$ cat src/rtl/cpu_pkg.sv
// Shared definitions for the 5-stage RISC-V core: widths, ALU op classes and
// the squashed-slot control encoding used by every pipeline register.
package cpu_pkg;

    localparam int unsigned DATA_W = 32;
    localparam int unsigned REG_W  = 5;

    typedef enum logic [1:0] {
        AluOpAdd    = 2'b00,
        AluOpBranch = 2'b01,
        AluOpFunct  = 2'b10,
        AluOpImm    = 2'b11
    } alu_op_e;

    typedef struct packed {
        logic       reg_write;
        logic       mem_to_reg;
        logic       mem_read;
        logic       mem_write;
        logic       alu_src;
        logic [1:0] alu_op;
    } ctrl_t;

    // RegWrite=0 and no memory access: a squashed slot has no architectural effect.
    localparam ctrl_t CTRL_SQUASH = '0;

endpackage

$ cat src/rtl/sat_counter.sv
// Event counter that sticks at its maximum value instead of wrapping.
module sat_counter #(
    parameter int unsigned WIDTH = 16
) (
    input  logic             clk_i,
    input  logic             rst_i,
    input  logic             inc_i,
    output logic [WIDTH-1:0] cnt_o
);

    always_ff @(posedge clk_i) begin
        if (rst_i) begin
            cnt_o <= '0;
        end else if (inc_i && (cnt_o != '1)) begin
            cnt_o <= cnt_o + 1'b1;
        end
    end

endmodule

$ cat src/rtl/id_ex_pipe.sv
// ID/EX pipeline register with hold, flush and load-use bubble handling,
// plus saturating counts of inserted bubbles and flushes.
module id_ex_pipe
    import cpu_pkg::*;
#(
    parameter int unsigned DATA_W = cpu_pkg::DATA_W,
    parameter int unsigned CNT_W  = 16
) (
    input  logic              clk_i,
    input  logic              rst_i,
    input  logic              bubble_i,
    input  logic              flush_i,
    input  logic              hold_i,
    input  logic              RegWrite_i,
    input  logic              MemToReg_i,
    input  logic              MemRead_i,
    input  logic              MemWrite_i,
    input  logic              ALUSrc_i,
    input  logic [1:0]        ALUOp_i,
    input  logic [REG_W-1:0]  Rd_addr_i,
    input  logic [REG_W-1:0]  RS1addr_i,
    input  logic [REG_W-1:0]  RS2addr_i,
    input  logic [DATA_W-1:0] RS1data_i,
    input  logic [DATA_W-1:0] RS2data_i,
    input  logic [DATA_W-1:0] Imm_i,
    input  logic [9:0]        Funct_i,
    output logic              RegWrite_o,
    output logic              MemToReg_o,
    output logic              MemRead_o,
    output logic              MemWrite_o,
    output logic              ALUSrc_o,
    output logic [1:0]        ALUOp_o,
    output logic [REG_W-1:0]  Rd_addr_o,
    output logic [REG_W-1:0]  RS1addr_o,
    output logic [REG_W-1:0]  RS2addr_o,
    output logic [DATA_W-1:0] RS1data_o,
    output logic [DATA_W-1:0] RS2data_o,
    output logic [DATA_W-1:0] Imm_o,
    output logic [9:0]        Funct_o,
    output logic              valid_o,
    output logic [CNT_W-1:0]  bubble_cnt_o,
    output logic [CNT_W-1:0]  flush_cnt_o
);

    ctrl_t ctrl_in;
    ctrl_t ctrl_q;
    logic  flush_inc;
    logic  bubble_inc;

    assign ctrl_in = '{reg_write: RegWrite_i, mem_to_reg: MemToReg_i, mem_read: MemRead_i,
                       mem_write: MemWrite_i, alu_src: ALUSrc_i, alu_op: ALUOp_i};

    // Flush wins over bubble; hold freezes both counts.
    assign flush_inc  = !hold_i && flush_i;
    assign bubble_inc = !hold_i && !flush_i && bubble_i;

    always_ff @(posedge clk_i) begin
        if (rst_i) begin
            ctrl_q    <= CTRL_SQUASH;
            Rd_addr_o <= '0;
            RS1addr_o <= '0;
            RS2addr_o <= '0;
            RS1data_o <= '0;
            RS2data_o <= '0;
            Imm_o     <= '0;
            Funct_o   <= '0;
            valid_o   <= 1'b0;
        end else if (!hold_i) begin
            if (flush_i || bubble_i) begin
                ctrl_q    <= CTRL_SQUASH;
                Rd_addr_o <= '0;
                RS1addr_o <= '0;
                RS2addr_o <= '0;
                RS1data_o <= '0;
                RS2data_o <= '0;
                Imm_o     <= '0;
                Funct_o   <= '0;
                valid_o   <= 1'b0;
            end else begin
                ctrl_q    <= ctrl_in;
                Rd_addr_o <= Rd_addr_i;
                RS1addr_o <= RS1addr_i;
                RS2addr_o <= RS2addr_i;
                RS1data_o <= RS1data_i;
                RS2data_o <= RS2data_i;
                Imm_o     <= Imm_i;
                Funct_o   <= Funct_i;
                valid_o   <= 1'b1;
            end
        end
    end

    assign RegWrite_o = ctrl_q.reg_write;
    assign MemToReg_o = ctrl_q.mem_to_reg;
    assign MemRead_o  = ctrl_q.mem_read;
    assign MemWrite_o = ctrl_q.mem_write;
    assign ALUSrc_o   = ctrl_q.alu_src;
    assign ALUOp_o    = ctrl_q.alu_op;

    sat_counter #(
        .WIDTH (CNT_W)
    ) u_bubble_cnt (
        .clk_i (clk_i),
        .rst_i (rst_i),
        .inc_i (bubble_inc),
        .cnt_o (bubble_cnt_o)
    );

    sat_counter #(
        .WIDTH (CNT_W)
    ) u_flush_cnt (
        .clk_i (clk_i),
        .rst_i (rst_i),
        .inc_i (flush_inc),
        .cnt_o (flush_cnt_o)
    );

endmodule

$ cat config.mk
export PLATFORM = sky130hd
export DESIGN_NAME = id_ex_pipe
export DESIGN_NICKNAME = d
export VERILOG_FILES = /design/src/rtl/cpu_pkg.sv /design/src/rtl/sat_counter.sv /design/src/rtl/id_ex_pipe.sv
export SDC_FILE = /design/constraint.sdc
export NUM_CORES = 1
export LEC_CHECK = 0
export BUFFER_PORTS_ARGS = -buffer_cell sky130_fd_sc_hd__buf_2
export CORE_ASPECT_RATIO = 0.8
export CORE_MARGIN = 4
export CORE_UTILIZATION = 42
export CTS_CLUSTER_SIZE = 16
export DETAILED_ROUTE_END_ITERATION = 8
export GPL_TIMING_DRIVEN = 0
export PLACE_DENSITY = 0.71
export SLEW_MARGIN = 20
export SYNTH_ARGS = -nofsm -noshare
export SYNTH_HDL_FRONTEND = slang
export SYNTH_HIERARCHICAL = 1
export SYNTH_SLANG_ARGS = --single-unit
$ cat constraint.sdc
create_clock -name clk_i -period 2.5 [get_ports clk_i]
set_input_delay 0 -clock clk_i [delete_from_list [all_inputs] [get_ports clk_i]]
set_output_delay 0 -clock clk_i [all_outputs]
set_load 0.02 [all_outputs]
==> impl_metrics.ini, run 1 <==
[outcome]
status = complete, no violations

[pwr]
power.net_switching_mw = 1.50
p_seq_frac = 0.422
internal_power_mw = 4.78
switching_share = 0.239
vdd_drop_max_uv = 419
combinationalPowerShare = 0.116
clockPowerShare = 0.462
power.density_nw_per_um2 = 576
p_leak_nw = 4.53

[clock_tree]
htreeDepth = 4
postCtsSetupBuffers = 0
clk_pin_slew_ps = 70
clk_latency_ps = 420
cts.sinks = 161
tritoncts = built
cts-root-buf = clkbuf_16
clock_path_buffers = 2
numCtsBuffers = 17

[sta]
tightest_slew_ps = 826
finalHoldViolCount = 0
period_minus_slack_ps = 1890
setup_viol = 0
fin_skew_ps = 6.59
drv_slew = 0
fmax_mhz = 529
slew_headroom = 0.449
rsz0062_at_grt = no
setup_tns_ps = 0
fin_crit_sh = 0.757

[placement]
hpwl_um = 17100
port_buffers = 289
globalplace.congestion = 0.914
postPlaceCellArea_um2 = 8780

[yosys]
avgSynthCellArea_um2 = 8.97
synth_mux_area_frac = 0.00603
synth_top_cell_area_share = 0.457
async_flop_share = 0
synth_xor_area_frac = 0.00497
synth_compound_gate_area_share = 0.131
yosysUniqueCellTypes = 35
synth_top_family_by_area = simple AND/OR/NAND/NOR gates
synth_warnings = 6
synth.cell_area_um2 = 7050
synth_edf_count = 0
yosysTopAreaCell = dfxtp_1
postSynthCellCount = 786
synthTopCellsByCount = 161 x dfxtp_1, 149 x a21oi_1, 141 x nand2_1, 128 x or4b_1, 51 x clkbuf_1
synthAdderAreaFrac = 0.00355
yosys_register_bits = 161
synth_fp_nets = 921
ys.flop_type = dfxtp_1
synth_most_common_cell = dfxtp_1
synthSimpleGateAreaFrac = 0.341
seq_area_frac_synth = 0.457
synth_area_leaders = dfxtp_1 46%, or4b_1 18%, a21oi_1 11%

[finish]
fill_cells = 1311
layout-drive-gt1-share = 0.281
multi_input_area_um2 = 3430
diodes = 0
design_area_um2 = 10900
area_delta_synth_final_pct = 54.5
register_area_um2 = 3220
fin_nets = 1376

[die]
num_rows = 42
ioPinCount = 294
die_h_um = 124
coreArea_um2 = 16500
die_area_um2 = 18900
die_w_um = 153
initial_core_util = 0.428

[drt]
first_pass_iters = 6
antenna_left = 0
drt_iter0_drc = 456
drc = 0
vias = 7921
vias_per_cell = 5.37
routed_wl_um = 26000
wl_per_cell_um = 17.7

[global_routing]
grt_start_max_net_pins = 17
grt_pass1_wl_um = 40800
grt_pass1_vias = 7674
grt_usage = 0.267
grt_overflow = 0
grt_antenna_before_repair = 0

[setup_path]
path_max_fanout = 10
critical-path-top-delay-family = simple AND/OR/NAND/NOR gates
critPathLaunchType = input port
r2r-start = u_bubble_cnt/cnt_o[0]
worstSetupStartpoint = hold_i
critical_path_buf_inv_count = 4
endpoint_kind = register
crit_required_ps = 2850
worst-setup-path-type = input port to register
max_stage_delay_ps = 650
crit_arrival_ps = 2240
path_cells = buf_6 -> buf_6 -> buf_2 -> nor3b_1 -> nand2_1 -> clkbuf_1 -> or4_1 -> a21oi_1
crit_slowest_cell = nor3b_1
path_common_cell = buf_6

[job]
drv_cap = 0

[min_path]
hp-start = rst_i
hp-class = input port to register
## registers in the layout, indices dropped and copies added, names as in the netlist, 2 cells and up
register,cells
RS2addr_o,5
ALUOp_o,2
u_flush_cnt/cnt_o,16
RS1addr_o,5
RS2data_o,32
RS1data_o,32
u_bubble_cnt/cnt_o,16
Funct_o,10
Rd_addr_o,5
Imm_o,32
## worst paths after layout
kind                                  to  slack, ps  depth (start not counted)
hold / removal                 MemRead_o         40                          2
setup reg to reg   u_bubble_cnt/cnt_o[1]        640                          6
setup / recovery  u_bubble_cnt/cnt_o[13]        610                          8
hold reg to reg            RS1data_o[28]        450                          2
## placed cells by master, fill, tap and decap left out, drive strengths merged, types with 4 or more instances in the layout
master	synthesis	final
a21oi	149	149
and4	6	6
buf	27	316
bufinv	0	5
clkbuf	51	71
clkinv	0	4
dfxtp	161	161
dlygate4sd3	0	147
inv	6	7
nand2	143	143
nand3	12	12
nand4	8	8
nor2	12	12
nor2b	5	5
nor3	8	8
nor4	6	6
o21ai	8	8
o31ai	12	12
or3	7	7
or4	14	14
or4b	128	128
xnor2	4	4
## cells by family (layout without fill, tap and decap cells)
logic type,after synthesis,after routing
flops,161,161
mux,4,4
xor+xnor,4,4
simple gates,356,356
buf+inv,84,552
fa+ha+maj,2,2
compound gates,175,175
## power by group through the flow
| stage | sequential, mW | combinational (mW) | clock, mW |
|---|---|---|---|
| final | 2.65 | 0.731 | 2.90 |
| after global routing | 2.65 | 0.788 | 3.05 |
| after CTS | 2.65 | 0.716 | 2.94 |
| after detailed placement | 2.70 | 0.546 | 0 |
| after global placement | 2.70 | 0.544 | 0 |
| after floorplan | 2.77 | 0.235 | 0 |
## through the flow
stage / total power, mW / util / setup WS, ps / hold WS, ps / instances
finish: 6.28 / 0.661 / 608 / 38.9 / 1474
global route: 6.49 / 0.661 / 436 / 36.1 / 1474
global placement: 3.25 / 0.532 / 243 / 339 / 1295
floorplan: 3.00 / - / 649 / 238 / 786
detailed placement: 3.25 / 0.532 / 244 / 343 / 1295
CTS: 6.30 / 0.661 / 659 / 0.674 / 1474
## worst register-to-register path, cell delays in order (launching register included)
cell      delay, ps
dfxtp_1         400
ha_1            260
nand3_1         160
nor4_4          410
buf_2           300
nand3b_1        130
a21oi_1          60
## layer usage
layer | up-vias | track usage | wire length [µm]
met5 | - | 0 | 0
li1 | 3825 | - | -
met1 | 3657 | 0.330 | 10800
met4 | 0 | 0.102 | 658
met2 | 381 | 0.452 | 12500
met3 | 58 | 0.0726 | 2100
## layout make-up
| cell class | count | area share |
|---|---|---|
| inverters | 6 | 0.00207 |
| multi-input cells | 541 | 0.315 |
| plain buffers | 78 | 0.0346 |
| clock inverters | 12 | 0.0188 |
| well taps | 220 | 0.0253 |
| clock buffers | 20 | 0.0410 |
| flip-flops and latches | 161 | 0.296 |
| repair buffers | 436 | 0.268 |
## timing repair
item,CTS,global route
resized for setup,0,0
hold buffers,147,0
hold endpoints to repair,135,0
Note: power is estimated with default switching activity, not from simulation.
==> run 2: changes to the inputs <==
--- a/config.mk
+++ b/config.mk
@@ -5,6 +5,7 @@
 export SDC_FILE = /design/constraint.sdc
 export NUM_CORES = 1
 export LEC_CHECK = 0
+export ABC_AREA = 1
 export BUFFER_PORTS_ARGS = -buffer_cell sky130_fd_sc_hd__buf_2
 export CORE_ASPECT_RATIO = 0.8
 export CORE_MARGIN = 4
@@ -12,7 +13,7 @@
 export CTS_CLUSTER_SIZE = 16
 export DETAILED_ROUTE_END_ITERATION = 8
 export GPL_TIMING_DRIVEN = 0
-export PLACE_DENSITY = 0.71
+export PLACE_DENSITY = 0.73
 export SLEW_MARGIN = 20
 export SYNTH_ARGS = -nofsm -noshare
 export SYNTH_HDL_FRONTEND = slang
==> constraint.sdc (replaced) <==
create_clock -name clk_i -period 1.7 [get_ports clk_i]
set_input_delay 0 -clock clk_i [delete_from_list [all_inputs] [get_ports clk_i]]
set_output_delay 0 -clock clk_i [all_outputs]
set_load 0.02 [all_outputs]
==> run 2 against run 1 <==
  * Final cell count is 7.5% higher
  * Register-to-register slack worse by 510 ps
  * Synthesized cell count is 12% higher
  * Largest power group is now sequential cells
  * Combinational power is 78% higher
  * Largest cell class unchanged
==> impl_metrics.ini, run 2 <==
[drt]
first_pass_iters = 5
vias_per_cell = 4.87
drt_iter0_drc = 451
drc = 0
vias = 7721
antenna_left = 0
routed_wl_um = 25500
wl_per_cell_um = 16.1

[yosys]
synth_area_leaders = dfxtp_1 41%, nand3_2 14%, a21oi_2 12%
synth.cell_area_um2 = 7870
synth_most_common_cell = nand2_1
synthTopCellsByCount = 223 x nand2_1, 161 x dfxtp_1, 110 x a21oi_2, 110 x nand3_2, 72 x nor2_1
synth_edf_count = 0
synth_fp_nets = 1012
postSynthCellCount = 877
synth_mux_area_frac = 0
yosysTopAreaCell = dfxtp_1
async_flop_share = 0
avgSynthCellArea_um2 = 8.97
yosys_register_bits = 161
synthSimpleGateAreaFrac = 0.346
yosysUniqueCellTypes = 23
synth_xor_area_frac = 0
synthAdderAreaFrac = 0.00318
synth_warnings = 6
synth_top_cell_area_share = 0.410
synth_top_family_by_area = simple AND/OR/NAND/NOR gates
synth_compound_gate_area_share = 0.143
seq_area_frac_synth = 0.410
ys.flop_type = dfxtp_1

[finish]
area_delta_synth_final_pct = 46.5
postLayoutCoreUtil = 0.630
register_area_um2 = 3220
layout-drive-gt1-share = 0.474
design_area_um2 = 11500
fin_nets = 1452
multi_input_area_um2 = 3880
reg_top3 = Imm_o (32), RS1data_o (32), RS2data_o (32)
final_common_cell = buf_2
final_cell_mix = 316 x buf_2, 223 x nand2_1, 160 x dfxtp_1
fill_cells = 1540
finalNonFillerCells = 1584

[sta]
slew_headroom = 0.545
setup_viol = 0
fin_skew_ps = 8.19
period_minus_slack_ps = 1570
tightest_slew_ps = 683
rsz0062_at_grt = no
fmax_mhz = 636
drv_slew = 0
holdWs_ps = 25.5
fin_crit_sh = 0.925
setup_tns_ps = 0
finalHoldViolCount = 0

[global_routing]
grt_antenna_before_repair = 1
grt_pass1_vias = 7672
grt_start_max_net_pins = 17
grt_usage = 0.236
grt_pass1_wl_um = 40000
grt_overflow = 0

[pwr]
p_seq_frac = 0.429
clockPowerShare = 0.427
switching_share = 0.267
vdd_drop_max_uv = 606
combinationalPowerShare = 0.144
power.net_switching_mw = 2.42
p_leak_nw = 4.74
power.density_nw_per_um2 = 788
internal_power_mw = 6.66

[die]
die_w_um = 161
die_area_um2 = 21000
num_rows = 44
initial_core_util = 0.430
coreArea_um2 = 18300
ioPinCount = 294
die_h_um = 130

[clock_tree]
clk_pin_slew_ps = 70
clock_path_buffers = 2
cts.sinks = 161
numCtsBuffers = 17
tritoncts = built
htreeDepth = 4
cts-root-buf = clkbuf_16
clk_latency_ps = 420

[setup_path]
crit_arrival_ps = 1890
critPathLaunchType = register
worst-setup-path-type = register to register
endpoint_kind = register
crit_required_ps = 2020
path_max_fanout = 7

[job]
drv_cap = 0

[placement]
postPlaceCellArea_um2 = 9640
port_buffers = 292
globalplace.congestion = 0.855
hpwl_um = 16900
dp.cells = 1422

[outcome]
status = complete, no violations

[min_path]
hp-class = input port to register
[run 2: cell types whose count changed in the layout (fill, tap and decap cells not counted), moves of 12 or more]
cell / previous run / this run
dlygate4sd3_1: 147 / 129
o31ai_1: 12 / 0
or4_1: 14 / 0
nand3_1: 12 / 42
or4b_1: 128 / 0
a21oi_1: 149 / 33
inv_1: 6 / 21
nor2_1: 12 / 72
buf_12: 0 / 22
a21oi_2: 0 / 110
nand2_1: 141 / 223
clkbuf_1: 53 / 7
nand3_2: 0 / 110
nor2_2: 0 / 20
[run 2: final timing paths]
check	start	endpoint	slack (ps)	depth (start not counted)
hold / removal	hold_i	RS1data_o[28]	30	4
hold reg to reg	RS1data_o[28]	RS1data_o[28]	450	2
setup reg to reg	u_bubble_cnt/cnt_o[1]	u_bubble_cnt/cnt_o[1]	130	8
setup / recovery	u_bubble_cnt/cnt_o[1]	u_bubble_cnt/cnt_o[1]	130	8
[run 2: power groups by stage]
| stage | registers, mW | clock network (mW) | logic (mW) |
|---|---|---|---|
| final | 3.90 | 3.88 | 1.30 |
| after global routing | 3.90 | 4.07 | 1.40 |
| after CTS | 3.90 | 3.95 | 1.29 |
| after detailed placement | 3.98 | 0 | 1.05 |
| after global placement | 3.98 | 0 | 1.04 |
| after floorplan | 4.08 | 0 | 0.553 |
[run 2: stage by stage]
stage	power (mW)	setup WS [ps]
floorplan	4.63	222
global placement	5.02	177
detailed placement	5.03	118
CTS	9.14	111
global route	9.37	4.84
finish	9.08	128
[run 2: per-layer routing]
layer  part of all wire  track usage  wire length (µm)
met1               0.43        0.296             10900
met2               0.49        0.406             12500
met3              0.057       0.0492              1440
met4              0.025       0.0903               638
met5                  0            0                 0
[run 2: layout make-up]
cell class                 count  share of cell area
clock inverter                13              0.0131
buffer                        61              0.0587
tap                          253              0.0275
inverter                      22             0.00760
sequential                   161               0.280
clock buffer                  19              0.0376
antenna                        1            0.000217
timing repair buffer         421               0.239
multi-input combinational    633               0.337
[run 2: kinds of logic (layout without fill, tap and decap cells)]
logic type | count (synthesis) | after routing
compound gates | 143 | 143
fa+ha+maj | 2 | 2
buf+inv | 83 | 536
flops | 161 | 161
other cells | 0 | 1
simple gates | 488 | 488
[run 2: what timing repair did]
item,CTS,global route
hold buffers,129,0
setup buffers,0,0
endpoints found under the setup margin,0,1
resized for setup,0,1
endpoints found under the hold margin,132,0
[run 2: worst max-delay path: stages, from the launching register on]
cell     delay, ps
dfxtp_1        390
ha_1           190
inv_1           60
nor2_2         200
nand2_2        140
nor2_8         220
nor2_4          70
nor2_1         130
nor2_1          70
